File: config.mk
export PLATFORM = sky130hd
export DESIGN_NAME = uart_tx_core
export DESIGN_NICKNAME = d
export VERILOG_FILES = /design/src/rtl/uart_pkg.sv /design/src/rtl/uart_tx_fifo.sv /design/src/rtl/uart_tx_core.sv
export SDC_FILE = /design/constraint.sdc
export NUM_CORES = 1
export LEC_CHECK = 0
export ABC_CLOCK_PERIOD_IN_PS = 2700
export BUFFER_PORTS_ARGS = -buffer_cell sky130_fd_sc_hd__buf_4
export CORE_ASPECT_RATIO = 0.5
export CORE_MARGIN = 5
export CORE_UTILIZATION = 30
export CTS_BUF_LIST = sky130_fd_sc_hd__clkbuf_4
export CTS_CLUSTER_DIAMETER = 120
export DETAILED_ROUTE_END_ITERATION = 12
export RECOVER_POWER = 25
export SLEW_MARGIN = 15
export SYNTH_ARGS = -nofsm -noshare
export SYNTH_HDL_FRONTEND = slang
export SYNTH_SLANG_ARGS = --single-unit
File: constraint.sdc
create_clock -name clk -period 2.7 [get_ports clk]
set_clock_uncertainty 0.15 [all_clocks]
set_input_delay 0.54 -clock clk [delete_from_list [all_inputs] [get_ports clk]]
set_output_delay 0.54 -clock clk [all_outputs]
set_load 0.03 [all_outputs]
File: src/rtl/uart_pkg.sv
// Shared types and constants for the UART transmitter.
// Optional feature: define UART_TX_PARITY_EN to build 8E1 frames (default 8N1).
package uart_pkg;

  localparam int unsigned UART_DATA_BITS  = 8;
  localparam logic        UART_IDLE_LEVEL = 1'b1;

  typedef enum logic [2:0] {
    StIdle,
    StStart,
    StData,
`ifdef UART_TX_PARITY_EN
    StParity,
`endif
    StStop
  } uart_tx_state_e;

endpackage

File: src/rtl/uart_tx_fifo.sv
// Small synchronous FIFO holding bytes waiting to be transmitted.
// Depth must be a power of two so the pointers wrap for free.
module uart_tx_fifo #(
  parameter int unsigned Depth = 8,
  parameter int unsigned Width = 8
) (
  input  logic                       clk,
  input  logic                       rst_n,
  input  logic                       push_i,
  input  logic [Width-1:0]           wdata_i,
  input  logic                       pop_i,
  output logic [Width-1:0]           rdata_o,
  output logic                       full_o,
  output logic                       empty_o,
  output logic [$clog2(Depth):0]     level_o
);

  localparam int unsigned PtrW = $clog2(Depth);
  localparam int unsigned LvlW = PtrW + 1;

  logic [Width-1:0] mem_q [Depth];
  logic [PtrW-1:0]  wptr_q, wptr_d;
  logic [PtrW-1:0]  rptr_q, rptr_d;
  logic [LvlW-1:0]  level_q, level_d;
  logic             push_ok, pop_ok;

  assign full_o  = (level_q == LvlW'(Depth));
  assign empty_o = (level_q == '0);
  assign level_o = level_q;
  assign rdata_o = mem_q[rptr_q];

  assign push_ok = push_i & ~full_o;
  assign pop_ok  = pop_i & ~empty_o;

  // Pointer and occupancy next-state.
  always_comb begin
    wptr_d  = wptr_q;
    rptr_d  = rptr_q;
    level_d = level_q;
    if (push_ok) wptr_d = wptr_q + PtrW'(1);
    if (pop_ok)  rptr_d = rptr_q + PtrW'(1);
    case ({push_ok, pop_ok})
      2'b10:   level_d = level_q + LvlW'(1);
      2'b01:   level_d = level_q - LvlW'(1);
      default: level_d = level_q;
    endcase
  end

  // Pointer and occupancy registers; reset discards the contents.
  always_ff @(posedge clk or negedge rst_n) begin
    if (!rst_n) begin
      wptr_q  <= '0;
      rptr_q  <= '0;
      level_q <= '0;
    end else begin
      wptr_q  <= wptr_d;
      rptr_q  <= rptr_d;
      level_q <= level_d;
    end
  end

  // Storage array; no reset needed since occupancy gates every read.
  always_ff @(posedge clk) begin
    if (push_ok) mem_q[wptr_q] <= wdata_i;
  end

endmodule

File: src/rtl/uart_tx_core.sv
// UART transmitter: FIFO-fed serialiser producing 8N1 frames, or 8E1 frames
// when UART_TX_PARITY_EN is defined.
module uart_tx_core
  import uart_pkg::*;
#(
  parameter int unsigned DIV_WIDTH  = 16,
  parameter int unsigned FIFO_DEPTH = 8
) (
  input  logic                          clk,
  input  logic                          rst_n,
  input  logic                          cfg_en_i,
  input  logic [DIV_WIDTH-1:0]          cfg_div_i,
  input  logic [7:0]                    tx_data_i,
  input  logic                          tx_valid_i,
  output logic                          tx_ready_o,
  output logic                          tx_o,
  output logic                          busy_o,
  output logic [$clog2(FIFO_DEPTH):0]   fifo_level_o,
  output logic                          tx_done_o
);

  uart_tx_state_e state_q, state_d;
  logic [DIV_WIDTH-1:0]      div_q, div_d;
  logic [DIV_WIDTH-1:0]      cnt_q, cnt_d;
  logic [UART_DATA_BITS-1:0] shift_q, shift_d;
  logic [2:0]                idx_q, idx_d;
  logic                      tx_q, tx_d;
`ifdef UART_TX_PARITY_EN
  logic                      parity_q, parity_d;
`endif

  logic                      fifo_pop, fifo_full, fifo_empty;
  logic [UART_DATA_BITS-1:0] fifo_rdata;
  logic                      bit_end, start_frame;

  uart_tx_fifo #(
    .Depth (FIFO_DEPTH),
    .Width (UART_DATA_BITS)
  ) u_fifo (
    .clk     (clk),
    .rst_n   (rst_n),
    .push_i  (tx_valid_i),
    .wdata_i (tx_data_i),
    .pop_i   (fifo_pop),
    .rdata_o (fifo_rdata),
    .full_o  (fifo_full),
    .empty_o (fifo_empty),
    .level_o (fifo_level_o)
  );

  assign bit_end    = (cnt_q == '0);
  assign tx_ready_o = ~fifo_full;
  assign busy_o     = (state_q != StIdle);
  assign tx_done_o  = (state_q == StStop) && bit_end;
  assign tx_o       = tx_q;

  // Frame sequencing, bit timer and shift register next-state.
  always_comb begin
    state_d     = state_q;
    div_d       = div_q;
    cnt_d       = cnt_q;
    shift_d     = shift_q;
    idx_d       = idx_q;
    fifo_pop    = 1'b0;
    start_frame = 1'b0;
`ifdef UART_TX_PARITY_EN
    parity_d    = parity_q;
`endif

    if (state_q != StIdle) cnt_d = bit_end ? div_q : cnt_q - DIV_WIDTH'(1);

    case (state_q)
      StIdle: begin
        if (cfg_en_i && !fifo_empty) start_frame = 1'b1;
      end
      StStart: begin
        if (bit_end) begin
          state_d = StData;
          idx_d   = 3'd0;
        end
      end
      StData: begin
        if (bit_end) begin
          shift_d = shift_q >> 1;
          idx_d   = idx_q + 3'd1;
          if (idx_q == 3'(UART_DATA_BITS - 1)) begin
`ifdef UART_TX_PARITY_EN
            state_d = StParity;
`else
            state_d = StStop;
`endif
          end
        end
      end
`ifdef UART_TX_PARITY_EN
      StParity: begin
        if (bit_end) state_d = StStop;
      end
`endif
      StStop: begin
        if (bit_end) begin
          // Chain straight into the next frame when more data is queued.
          if (cfg_en_i && !fifo_empty) start_frame = 1'b1;
          else                         state_d     = StIdle;
        end
      end
      default: state_d = StIdle;
    endcase

    if (start_frame) begin
      fifo_pop = 1'b1;
      shift_d  = fifo_rdata;
      div_d    = cfg_div_i;
      cnt_d    = cfg_div_i;
      state_d  = StStart;
`ifdef UART_TX_PARITY_EN
      parity_d = ^fifo_rdata;
`endif
    end
  end

  // Line level for the upcoming cycle, registered so tx_o is glitch-free.
  always_comb begin
    tx_d = UART_IDLE_LEVEL;
    case (state_d)
      StStart:  tx_d = 1'b0;
      StData:   tx_d = shift_d[0];
`ifdef UART_TX_PARITY_EN
      StParity: tx_d = parity_d;
`endif
      default:  tx_d = UART_IDLE_LEVEL;
    endcase
  end

  // State registers; reset forces the line back to idle immediately.
  always_ff @(posedge clk or negedge rst_n) begin
    if (!rst_n) begin
      state_q  <= StIdle;
      div_q    <= '0;
      cnt_q    <= '0;
      shift_q  <= '0;
      idx_q    <= '0;
      tx_q     <= UART_IDLE_LEVEL;
`ifdef UART_TX_PARITY_EN
      parity_q <= 1'b0;
`endif
    end else begin
      state_q  <= state_d;
      div_q    <= div_d;
      cnt_q    <= cnt_d;
      shift_q  <= shift_d;
      idx_q    <= idx_d;
      tx_q     <= tx_d;
`ifdef UART_TX_PARITY_EN
      parity_q <= parity_d;
`endif
    end
  end

endmodule

==> flow_summary.yaml <==
drt:
  via_per_inst: 4.87
  post_drt_wl_per_cell_um: 16.1
  num_vias: 3734
  wl_met2_um: 5930
  antenna_left: 0
  drt_first_pass_iters: 5
  top_layer: "met4"
  finalWirelength_um: 12400
  wl_met1_um: 5710
  drc_errors: 0
  dr_wl_met3_um: 467
  drt_iter0_drc: 303
synth:
  yosys_most_used_dff: "edfxtp_1"
  synth_top_area_share_pct: 34.6
  synth_cell_types: 59
  yosys_warnings: 0
  synth_common_cells: "nand2_1, edfxtp_1, dfrtp_1"
  yosysMostFrequentCell: "nand2_1"
  ys_ff_latch: 121
  synth_edf_count: 64
  syn_area_um2: 5550
  synth-seq-area-share_pct: 60.4
  synth_area_per_cell_um2: 12.8
  ys_async_sr_fraction_pct: 47.1
  syn_inst: 432
  synth_area_leaders: "edfxtp_1, dfrtp_1, mux4_2"
  syn_nets: 468
  synth.largest_area_cell: "edfxtp_1"
critical_path:
  cp.arrival_ns: 1.93
  critPathMaxFanout: 3
  critPathLaunchType: "flop"
  crit_required_ns: 2.01
  critPathKind: "flop to output pin"
  crit_path_end_kind: "output pin"
  cpPeakStageDelay_ns: 0.43
  reg2reg_from: "cnt_q[1]"
  slowest_stage: "dfrtp_2"
  path_cells: "nor4_2, buf_4, nand4_1, nor3_1, buf_4"
  crit_path_start: "cnt_q[13]"
  path_common_cell: "buf_4"
layout:
  drive_gt1_share_pct: 29.3
  syn2layout_area_growth_pct: 22.1
  fin_nets: 549
  fin_area_um2: 6770
  fillers: 1708
  diodes: 0
  fin_util_pct: 37.1
place:
  dp_hpwl_um: 8090
  post_dp_cell_area_um2: 6330
  port_buffers: 35
  pre_cts_ws_ns: 0.0370
  gp_congestion: 0.825
die:
  die_y_um: 106
  dieArea_um2: 21500
  ioPinCount: 36
  dieWidth_um: 202
  start_util_pct: 30.4
  core_um2: 18300
  rows: 35
timing:
  min_period_ns: 2.62
  fin_ws_ns: 0.0810
  finalCritPeriodShare_pct: 97.0
  rsz0062_at_grt: "yes"
  hold_ws_ns: 0.0944
  worstMarginPinSlew_ns: 0.745
  slew-limit-headroom_pct: 50.3
  fmax_mhz: 382
  drv_slew: 0
  finalSetupViolCount: 0
  finalHoldViolCount: 0
pwr:
  power_leakage_nw: 2.58
  power.share.sequential_pct: 42.9
  p_sw_share_pct: 33.5
  internal_power_w: 0.00438
  peakVddDrop_v: 0.000381
  pwr-share-comb_pct: 34.0
  power_density_nw_per_um2: 973
  p_sw_w: 0.00220
  clkPwrFrac_pct: 23.0
clocking:
  clock_sinks: 121
  h-tree-depth: 4
  cts_buffers: 17
  cts_tree: "yes"
  clockBufferDepth: 2
  clk_pin_slew_worst_paths_ns: 0.11
  cts_root_buf: "clkbuf_4"
  clock_latency_ns: 0.50
global_route:
  grt_max_degree: 58
  track_usage_pct: 11.9
  grt.overflow.total: 0
  antenna_found_initial: 0
  grt_pass1_vias: 3716
  grt_first_pass_wirelength_um: 20000
min_path:
  min_from: "cfg_div_i[5]"
  hold_class: "primary input to flop"
job:
  maxCapViolCount: 0
run_status:
  status: "finished clean"
-- registers in the layout, summed over array words and instances, names as in the netlist --
name / flops
cnt_q: 16
div_q: 16
idx_q: 3
shift_q: 8
state_q: 3
tx_o: 1
u_fifo.level_o: 4
u_fifo.mem_q: 64
u_fifo.rptr_q: 3
u_fifo.wptr_q: 3
-- path summary, 6_finish.rpt --
check                                          to  depth (start not counted)  slack, ns
worst max-delay path                    tx_done_o                          5       0.08
worst min-delay path                     div_q[5]                          3       0.09
worst max register to register  u_fifo.level_o[2]                         14       0.12
worst min register to register          div_q[11]                          2       0.33
max in group asynchronous                cnt_q[7]                          2       1.35
min in group asynchronous       u_fifo.level_o[3]                          2       0.50
-- kinds of logic (layout without fill, tap and decap cells) --
logic type                 after synthesis  in the layout  synth area share [%]
AOI/OAI and AO/OA                       73             73                  9.29
xor gates and xnor gates                18             18                  2.84
adders and majority gates                8              8                  1.80
buffers and inverters                   32            126                  2.75
DFF                                    121            121                  60.4
muxes                                   32             32                  9.45
other                                    1              1                0.0676
and+or+nand+nor                        147            147                  13.4
-- area by class of cell --
cell class              count  area (µm²)  area share [%]
clock inverters            13         201            2.98
multi-input cells         279        2130            31.4
clock buffers              19         143            2.11
well taps                 240         300            4.44
inverters                  11        43.8           0.647
repair buffers             83         596            8.80
flip-flops and latches    121        3360            49.6
-- worst max-delay path, delay by kind of cell, from the launching register on --
kind | cells | cell delay, ns
simple gates | 3 | 0.64
flops | 1 | 0.43
buf+inv | 2 | 0.36
-- per-layer routing --
metal / vias to the layer above / track usage, %
met4: 0 / 4.45
met3: 18 / 2.83
met5: - / 0
met2: 61 / 19.4
li1: 1780 / -
met1: 1875 / 15.5
-- cells in the final DEF, fill, tap and decap left out, types with 9 or more instances in the layout --
cell	instances
dfrtp_1	47
nor3_1	9
o21ai_0	21
a21oi_1	11
nand3_1	11
dfrtp_2	9
nand2_1	68
nor2_1	22
mux2i_1	13
buf_4	74
mux4_2	16
xnor2_1	11
clkbuf_4	19
edfxtp_1	64
-- metrics by stage --
stage | total power, W | setup TNS, ns | instances
6_report | 0.00659 | 0 | 766
5_1_grt | 0.00700 | -0.0359 | 766
4_1_cts | 0.00660 | -0.0165 | 764
3_5_place_dp | 0.00499 | 0 | 725
3_3_place_gp | 0.00494 | 0 | 725
2_1_floorplan | 0.00425 | -1.44 | 432
-- power by group through the flow --
stage	combinational [W]	clock (W)	sequential, W
finish	0.00224	0.00152	0.00283
global route	0.00248	0.00163	0.00289
CTS	0.00222	0.00155	0.00282
detailed placement	0.00215	0	0.00284
global placement	0.00211	0	0.00283
floorplan	0.00141	0	0.00284
-- repair_timing --
item | CTS | global route
pin swaps | 4 | 9
endpoints found under the setup margin | 2 | 10
gates cloned | 0 | 0
hold endpoints to repair | 56 | 0
hold buffers | 1 | 0
gates resized for setup | 7 | 7
buffers inserted | 7 | 2
(Power assumes the default switching activity.)
